<file path="src/rtl/rtc_write_seq_pkg.sv">
// Shared definitions for the RTC write sequencer: register map, FSM states
// and the legal BCD range of every time/date field.
package rtc_pkg;

    typedef enum logic [2:0] {
        ST_IDLE,
        ST_CHECK,
        ST_A_LO,
        ST_A_HI,
        ST_D_LO,
        ST_D_HI,
        ST_GAP,
        ST_FIN
    } state_t;

    localparam int NUM_FIELDS = 6;

    localparam logic [7:0] ADDR_SEG = 8'h21;
    localparam logic [7:0] ADDR_MIN = 8'h22;
    localparam logic [7:0] ADDR_HOR = 8'h23;
    localparam logic [7:0] ADDR_DIA = 8'h24;
    localparam logic [7:0] ADDR_MES = 8'h25;
    localparam logic [7:0] ADDR_ANO = 8'h26;

    localparam logic [7:0] SEG_LO = 8'h00;
    localparam logic [7:0] SEG_HI = 8'h59;
    localparam logic [7:0] MIN_LO = 8'h00;
    localparam logic [7:0] MIN_HI = 8'h59;
    localparam logic [7:0] HOR_LO = 8'h00;
    localparam logic [7:0] HOR_HI = 8'h23;
    localparam logic [7:0] DIA_LO = 8'h01;
    localparam logic [7:0] DIA_HI = 8'h31;
    localparam logic [7:0] MES_LO = 8'h01;
    localparam logic [7:0] MES_HI = 8'h12;
    localparam logic [7:0] ANO_LO = 8'h00;
    localparam logic [7:0] ANO_HI = 8'h99;

    // Field index order is the order in which fields go out on the bus.
    function automatic logic [7:0] field_addr(input logic [2:0] idx);
        case (idx)
            3'd0:    field_addr = ADDR_SEG;
            3'd1:    field_addr = ADDR_MIN;
            3'd2:    field_addr = ADDR_HOR;
            3'd3:    field_addr = ADDR_DIA;
            3'd4:    field_addr = ADDR_MES;
            default: field_addr = ADDR_ANO;
        endcase
    endfunction

    function automatic logic [7:0] field_min(input logic [2:0] idx);
        case (idx)
            3'd0:    field_min = SEG_LO;
            3'd1:    field_min = MIN_LO;
            3'd2:    field_min = HOR_LO;
            3'd3:    field_min = DIA_LO;
            3'd4:    field_min = MES_LO;
            default: field_min = ANO_LO;
        endcase
    endfunction

    function automatic logic [7:0] field_max(input logic [2:0] idx);
        case (idx)
            3'd0:    field_max = SEG_HI;
            3'd1:    field_max = MIN_HI;
            3'd2:    field_max = HOR_HI;
            3'd3:    field_max = DIA_HI;
            3'd4:    field_max = MES_HI;
            default: field_max = ANO_HI;
        endcase
    endfunction

endpackage

</file>
<file path="src/rtl/rtc_write_seq_if.sv">
// Multiplexed address/data bus between the write sequencer and the RTC chip.
interface rtc_write_seq_if;

    logic [7:0] AD_out;
    logic       AD_oe;
    logic       A_D;
    logic       CS_n;
    logic       WR_n;
    logic       RD_n;

    modport master (
        output AD_out,
        output AD_oe,
        output A_D,
        output CS_n,
        output WR_n,
        output RD_n
    );

    modport slave (
        input AD_out,
        input AD_oe,
        input A_D,
        input CS_n,
        input WR_n,
        input RD_n
    );

endinterface

</file>
<file path="src/rtl/rtc_write_seq_bcd_check.sv">
// Combinational legality check of one packed-BCD byte against a BCD range.
module bcd_check (
    input  logic [7:0] value,
    input  logic [7:0] min,
    input  logic [7:0] max,
    output logic       valid
);

    logic digits_ok;

    // Once both digits are legal, binary ordering equals BCD ordering.
    assign digits_ok = (value[7:4] <= 4'd9) && (value[3:0] <= 4'd9);
    assign valid     = digits_ok && (value >= min) && (value <= max);

endmodule

</file>
<file path="src/rtl/rtc_write_seq.sv">
// Snapshots the six BCD time/date fields on COMMIT, validates them, and
// writes them to the RTC as address-strobe / data-strobe pairs.
module rtc_write_seq
    import rtc_pkg::*;
#(
    parameter int T_PH = 4
) (
    input  logic       CLK,
    input  logic       RST,
    input  logic       COMMIT,
    input  logic [7:0] SEG_in,
    input  logic [7:0] MIN_in,
    input  logic [7:0] HOR_in,
    input  logic [7:0] DIA_in,
    input  logic [7:0] MES_in,
    input  logic [7:0] ANO_in,
    rtc_write_seq_if.master bus,
    output logic       BUSY,
    output logic       DONE,
    output logic       ERR
);

    localparam logic [7:0] PH_LAST   = 8'(T_PH - 1);
    localparam logic [2:0] LAST_FIELD = 3'(NUM_FIELDS - 1);

    state_t     state;
    state_t     next_state;
    logic [7:0] phase_cnt;
    logic [2:0] index;
    logic [7:0] snap [NUM_FIELDS];
    logic [NUM_FIELDS-1:0] field_ok;
    logic       all_valid;
    logic       timer_done;

    for (genvar g = 0; g < NUM_FIELDS; g++) begin : g_chk
        bcd_check u_chk (
            .value (snap[g]),
            .min   (field_min(3'(g))),
            .max   (field_max(3'(g))),
            .valid (field_ok[g])
        );
    end

    assign all_valid  = &field_ok;
    assign timer_done = (phase_cnt == PH_LAST);

    always_ff @(posedge CLK or negedge RST) begin
        if (!RST) begin
            state <= ST_IDLE;
        end else begin
            state <= next_state;
        end
    end

    // Phase counter only runs inside the timed bus states and restarts on
    // every state change, so each of those states lasts exactly T_PH cycles.
    always_ff @(posedge CLK or negedge RST) begin
        if (!RST) begin
            phase_cnt <= 8'd0;
            index     <= 3'd0;
            for (int i = 0; i < NUM_FIELDS; i++) begin
                snap[i] <= 8'h00;
            end
        end else begin
            if (next_state != state) begin
                phase_cnt <= 8'd0;
            end else if (state inside {ST_A_LO, ST_A_HI, ST_D_LO, ST_D_HI, ST_GAP}) begin
                phase_cnt <= phase_cnt + 8'd1;
            end

            if (state == ST_CHECK) begin
                index <= 3'd0;
            end else if (state == ST_GAP && timer_done && index != LAST_FIELD) begin
                index <= index + 3'd1;
            end

            if (state == ST_IDLE && COMMIT) begin
                snap[0] <= SEG_in;
                snap[1] <= MIN_in;
                snap[2] <= HOR_in;
                snap[3] <= DIA_in;
                snap[4] <= MES_in;
                snap[5] <= ANO_in;
            end
        end
    end

    always_comb begin
        next_state = state;
        case (state)
            ST_IDLE:  if (COMMIT) next_state = ST_CHECK;
            ST_CHECK: next_state = all_valid ? ST_A_LO : ST_IDLE;
            ST_A_LO:  if (timer_done) next_state = ST_A_HI;
            ST_A_HI:  if (timer_done) next_state = ST_D_LO;
            ST_D_LO:  if (timer_done) next_state = ST_D_HI;
            ST_D_HI:  if (timer_done) next_state = ST_GAP;
            ST_GAP: begin
                if (timer_done) begin
                    next_state = (index == LAST_FIELD) ? ST_FIN : ST_A_LO;
                end
            end
            ST_FIN:   next_state = ST_IDLE;
            default:  next_state = ST_IDLE;
        endcase
    end

    // Bus pins are a pure decode of the registered state, index and snapshot,
    // so they can only move on state edges.
    always_comb begin
        bus.AD_out = 8'h00;
        bus.AD_oe  = 1'b0;
        bus.A_D    = 1'b0;
        bus.CS_n   = 1'b1;
        bus.WR_n   = 1'b1;
        bus.RD_n   = 1'b1;
        BUSY       = 1'b0;
        DONE       = 1'b0;
        ERR        = 1'b0;
        case (state)
            ST_CHECK: begin
                BUSY = all_valid;
                ERR  = !all_valid;
            end
            ST_A_LO, ST_A_HI: begin
                bus.CS_n   = 1'b0;
                bus.AD_oe  = 1'b1;
                bus.AD_out = field_addr(index);
                bus.WR_n   = (state == ST_A_HI);
                BUSY       = 1'b1;
            end
            ST_D_LO, ST_D_HI: begin
                bus.CS_n   = 1'b0;
                bus.AD_oe  = 1'b1;
                bus.A_D    = 1'b1;
                bus.AD_out = snap[index];
                bus.WR_n   = (state == ST_D_HI);
                BUSY       = 1'b1;
            end
            ST_GAP: begin
                BUSY = 1'b1;
            end
            ST_FIN: begin
                DONE = 1'b1;
            end
            default: begin
            end
        endcase
    end

endmodule

</file>
<file path="src/flat_wrapper.sv">
// flat-port wrapper written by rule: the top's interface ports become plain ports
module rtc_write_seq_flat import rtc_pkg::*;
#(
    parameter int T_PH = 4
)
  (CLK, RST, COMMIT, SEG_in, MIN_in, HOR_in, DIA_in, MES_in, ANO_in, BUSY, DONE, ERR, bus_AD_out, bus_AD_oe, bus_A_D, bus_CS_n, bus_WR_n, bus_RD_n);
  rtc_write_seq_if bus_i ();
  input  logic CLK;
  input  logic RST;
  input  logic COMMIT;
  input  logic [7:0] SEG_in;
  input  logic [7:0] MIN_in;
  input  logic [7:0] HOR_in;
  input  logic [7:0] DIA_in;
  input  logic [7:0] MES_in;
  input  logic [7:0] ANO_in;
  output logic BUSY;
  output logic DONE;
  output logic ERR;
  output wire logic [$bits(bus_i.AD_out)-1:0] bus_AD_out;
  output wire logic [$bits(bus_i.AD_oe)-1:0] bus_AD_oe;
  output wire logic [$bits(bus_i.A_D)-1:0] bus_A_D;
  output wire logic [$bits(bus_i.CS_n)-1:0] bus_CS_n;
  output wire logic [$bits(bus_i.WR_n)-1:0] bus_WR_n;
  output wire logic [$bits(bus_i.RD_n)-1:0] bus_RD_n;
  assign bus_AD_out = bus_i.AD_out;
  assign bus_AD_oe = bus_i.AD_oe;
  assign bus_A_D = bus_i.A_D;
  assign bus_CS_n = bus_i.CS_n;
  assign bus_WR_n = bus_i.WR_n;
  assign bus_RD_n = bus_i.RD_n;
  rtc_write_seq #(.T_PH(T_PH)) u_core (.CLK(CLK), .RST(RST), .COMMIT(COMMIT), .SEG_in(SEG_in), .MIN_in(MIN_in), .HOR_in(HOR_in), .DIA_in(DIA_in), .MES_in(MES_in), .ANO_in(ANO_in), .bus(bus_i), .BUSY(BUSY), .DONE(DONE), .ERR(ERR));
endmodule
</file>
<file path="config.mk">
export PLATFORM = sky130hd
export DESIGN_NAME = rtc_write_seq_flat
export DESIGN_NICKNAME = d
export VERILOG_FILES = /design/src/rtl/rtc_write_seq_pkg.sv /design/src/rtl/rtc_write_seq_if.sv /design/src/rtl/rtc_write_seq_bcd_check.sv /design/src/rtl/rtc_write_seq.sv /design/src/flat_wrapper.sv
export SDC_FILE = /design/constraint.sdc
export NUM_CORES = 1
export LEC_CHECK = 0
export CELL_PAD_IN_SITES_DETAIL_PLACEMENT = 0
export CELL_PAD_IN_SITES_GLOBAL_PLACEMENT = 1
export CORE_AREA = 3 3 135 72
export DETAILED_ROUTE_END_ITERATION = 12
export DIE_AREA = 0 0 138 75
export PLACE_DENSITY_LB_ADDON = 0.3
export SKIP_LAST_GASP = 1
export SLEW_MARGIN = 25
export SYNTH_ARGS = -nofsm -noshare
export SYNTH_HDL_FRONTEND = slang
export SYNTH_SLANG_ARGS = --single-unit
</file>
<file path="constraint.sdc">
create_clock -name CLK -period 3 [get_ports CLK]
set_clock_uncertainty 0.2 [all_clocks]
set_input_delay 0.3 -clock CLK [delete_from_list [all_inputs] [get_ports CLK]]
set_output_delay 0.3 -clock CLK [all_outputs]
set_load 0.02 [all_outputs]
</file>
==> PnR_summary.wiki <==
{| class="wikitable"
! Metric !! Value
|-
| Run status || finished, final reports clean
|-
| Slowest stage delay, CP || 0.63 ns
|-
| First-pass GRT wire length || 14800 um
|-
| Combined global-route utilization of all metal layers || 18.2%
|-
| Gate power share || 42.3%
|-
| Top cells by area, synth || sky130_fd_sc_hd__dfrtp_1 44%, sky130_fd_sc_hd__mux2_2 15%, sky130_fd_sc_hd__mux4_2 5.2%, sky130_fd_sc_hd__nor2_1 3.7%, sky130_fd_sc_hd__ha_1 3.2%
|-
| Highest clock rate || 352 MHz
|-
| Crit end category || output pin
|-
| Hold wc startpoint || u_core.snap[24]
|-
| RSZ-0062 raised after global routing || true
|-
| Cell row count || 24
|-
| Die Y-Extent || 75 um
|-
| Number of antenna diodes || 0
|-
| Area of the core || 8590 um^2
|-
| Number of enable flip-flop cells after synthesis || 0
|-
| Setup_tns || 0 ns
|-
| Clock Power Share || 22.2%
|-
| Antenna violations before repair || 0
|-
| Average size of a mapped cell || 11.1 um^2
|-
| Final net count || 448
|-
| Primary FF master, synth || sky130_fd_sc_hd__dfrtp_1
|-
| Clock-pin transition on the worst setup and hold timing paths || 0.05 ns
|-
| Routed length on met2 || 4240 um
|-
| Met3 WL || 498 um
|-
| Remaining DRCs || 0
|-
| Async set-reset flop share out of synthesis || 100%
|-
| Yosys Warn Count || 0
|-
| Most frequently used cell type in the post-synthesis netlist || sky130_fd_sc_hd__dfrtp_1
|-
| Clk buf depth || 2
|-
| First drt pass iteration count || 4
|-
| Leakage power of the design || 1.90 nW
|-
| Syn Inst Count || 315
|-
| WL met1 || 3990 um
|-
| Area overhead of the layout relative to synthesis || 31.8%
|-
| Post-synthesis instance area || 3490 um^2
|-
| Clock Sinks || 62
|-
| Worst min-delay path category || flip-flop to flip-flop
|-
| Endpoints failing setup || 0
|-
| Top Metal Used || met4
|-
| Endpoint of the worst register-to-register path || u_core.phase_cnt[5]
|-
| Root buffer cell || sky130_fd_sc_hd__clkbuf_16
|-
| Starting density of the core || 40.6%
|-
| Worst hold-check slack || 0.310 ns
|-
| Port Buf Inserts || 65
|-
| DP Wirelength || 6660 um
|-
| Source of the worst register-to-register timing path || u_core.state[2]
|-
| Area fraction in compound gates after synthesis || 10.5%
|-
| Grt ovf || 0
|-
| Adder-Cell Fraction of Synth Area || 3.23%
|-
| Largest net degree at the start of global routing || 50
|-
| Internal Power || 2.75 mW
|-
| List of most frequent post-synthesis cells || 62 x sky130_fd_sc_hd__dfrtp_1, 47 x sky130_fd_sc_hd__mux2_2, 34 x sky130_fd_sc_hd__nor2_1, 16 x sky130_fd_sc_hd__nand2_1
|-
| Top fanout value on the critical path || 3
|-
| Maximum level of the CTS H-tree || 3
|-
| Type of the worst setup path || flip-flop to output pin
|-
| Slew margin rel. || 53.0%
|-
| Multiplexer share of the synthesized area || 23.5%
|-
| Area fraction in and, or, nand and nor cells after synthesis || 12.7%
|-
| Worst IR drop on VDD || 0.388 mV
|-
| Final weighted congestion in routability-driven placement || 0.847
|-
| Worst reg2reg path depth || 8
|-
| Number of nets still failing antenna checks after routing || 0
|-
| Routed vias || 2754
|-
| Area occupied by multi-input gates || 1820 um^2
|-
| Share of final-layout standard cells stronger than drive strength 1 || 23.2%
|-
| Die ar. || 10400 um^2
|-
| Synth top area share || 44.5%
|-
| Buffers and inverters on the worst path || 1
|-
| Critical Path Source Type || flip-flop
|-
| Clock Latency Late Sink || 0.33 ns
|-
| Footprint of the flip-flops and latches || 1550 um^2
|-
| Share of power burned in registers || 35.5%
|-
| Cell Chain, Critical Path || nor4_1 > nand4_1 > nor2_2 > nand4_1 > a21oi_1 > clkdlybuf4s50_1
|-
| Part of the cycle the worst path needs || 94.8%
|-
| Vias per std cell || 5.41
|-
| FF-to-FF setup slack || 0.54 ns
|-
| Switching power summed over all nets || 1.57 mW
|-
| Cell type of the slowest stage on the worst timing path || sky130_fd_sc_hd__clkdlybuf4s50_1
|-
| Final Critical Period || 2.84 ns
|-
| Horizontal extent of the die || 138 um
|-
| Num ports || 67
|-
| Net count after synthesis || 375
|-
| Endpoint required time on the critical path || 2.50 ns
|-
| DRC violation total after the first TritonRoute iteration || 211
|-
| Count of different cell masters after synthesis || 49
|-
| Hold-critical path depth || 1
|-
| WP data arrival || 2.34 ns
|-
| Number of synthesized register bits || 62
|-
| Count of filler cells inserted in the layout || 780
|-
| Sw Ratio || 36.3%
|-
| Hold EP || u_core.snap[24]
|-
| Final hold violation count || 0
|-
| Via count of the first global-routing pass || 2855
|-
| Post-detailed-route wirelength per cell || 17.4 um
|-
| Dominant combinational cell family by area after synthesis || multiplexers
|-
| Clock tree from TritonCTS || built
|-
| Max-slew violation count || 0
|-
| Power per Cell Area || 940 nW/um^2
|-
| Most numerous cell on the critical path || sky130_fd_sc_hd__nand4_1
|-
| Cell taking the most area after synthesis || sky130_fd_sc_hd__dfrtp_1
|-
| Count of max-cap constraint violations || 0
|-
| Total detailed-routing wirelength || 8840 um
|-
| Sequential-to-total area share from yosys stat || 44.5%
|-
| Post-synthesis xor/xnor area fraction || 2.01%
|-
| CTS buffer count || 9
|-
| CP top delay family || simple AND/OR/NAND/NOR gates
|-
| Slew at the pin closest to its max-slew limit || 0.704 ns
|}
-- cells by family after synthesis --
family,after synthesis
AOI/OAI and AO/OA,53
xor gates and xnor gates,8
adders and majority gates,9
buffers and inverters,25
DFF,62
muxes,66
other,1
and+or+nand+nor,91
-- worst max path at each step --
stage / start / endpoint / depth (start not counted) / slack, ns
after detailed placement: u_core.index[0] / bus_AD_out[0] / 7 / 0.27
after global routing: u_core.snap[22] / BUSY / 6 / -0.008
after global placement: u_core.index[0] / bus_AD_out[0] / 7 / 0.26
after floorplan: u_core.state[1] / u_core.phase_cnt[0] / 8 / 0.57
after CTS: u_core.snap[9] / ERR / 6 / 0.06
final: u_core.snap[22] / BUSY / 6 / 0.16
-- cells in the final DEF (no fill, tap or decap), types with 4 or more instances in the layout --
master,count
sky130_fd_sc_hd__a21oi_1,15
sky130_fd_sc_hd__and3_1,5
sky130_fd_sc_hd__buf_4,13
sky130_fd_sc_hd__clkbuf_16,9
sky130_fd_sc_hd__clkdlybuf4s50_1,62
sky130_fd_sc_hd__dfrtp_1,61
sky130_fd_sc_hd__ha_1,9
sky130_fd_sc_hd__inv_1,7
sky130_fd_sc_hd__mux2_2,47
sky130_fd_sc_hd__mux2i_1,11
sky130_fd_sc_hd__mux4_2,8
sky130_fd_sc_hd__nand2_1,16
sky130_fd_sc_hd__nand3_1,8
sky130_fd_sc_hd__nand4_1,7
sky130_fd_sc_hd__nor2_1,33
sky130_fd_sc_hd__nor3_1,4
sky130_fd_sc_hd__o21ai_0,15
sky130_fd_sc_hd__xor2_1,5
-- power by group through the flow --
| stage | Combinational [mW] | Sequential (mW) | Clock [mW] |
|---|---|---|---|
| global placement | 1.78 | 1.53 | 0 |
| floorplan | 1.32 | 1.41 | 0 |
| global route | 1.99 | 1.59 | 1.01 |
| finish | 1.83 | 1.53 | 0.960 |
| CTS | 1.85 | 1.54 | 0.978 |
| detailed placement | 1.84 | 1.55 | 0 |
-- stage by stage --
stage / total power, mW / util (%) / cells / worst slack, ns / instance area, um^2
CTS: 4.36 / 53.2 / 506 / 0.0635 / 4570
global route: 4.59 / 53.6 / 509 / -0.00833 / 4600
global placement: 3.31 / 49.9 / 490 / 0.258 / 4280
detailed placement: 3.39 / 49.9 / 490 / 0.270 / 4280
finish: 4.32 / 53.6 / 509 / 0.156 / 4600
floorplan: 2.73 / - / 315 / 0.566 / 3490
-- flip-flops by register name (all words and copies together) (netlist names) --
signal            count
u_core.snap          48
u_core.state          3
u_core.index          3
u_core.phase_cnt      8
-- layer usage --
| layer | GRT usage, % | up-vias |
|---|---|---|
| li1 | - | 1291 |
| met1 | 24.2 | 1379 |
| met2 | 29.5 | 73 |
| met3 | 4.89 | 11 |
| met4 | 6.57 | 0 |
| met5 | 0 | - |
-- layout make-up --
cell class,count,share of cell area (%)
Clock inverter,3,0.435
Clock buffer,12,5.58
Tap cell,117,3.18
Inverter,7,0.571
Timing Repair Buffer,80,16.9
Multi-Input combinational cell,228,39.6
Sequential cell,62,33.8
-- timing repair --
action | CTS | global route
hold endpoints to repair | 27 | 0
hold buffers | 1 | 0
setup buffers | 0 | 3
endpoints found under the setup margin | 4 | 5
gates resized for setup | 1 | 3
Note: power is estimated with default switching activity, not from simulation.
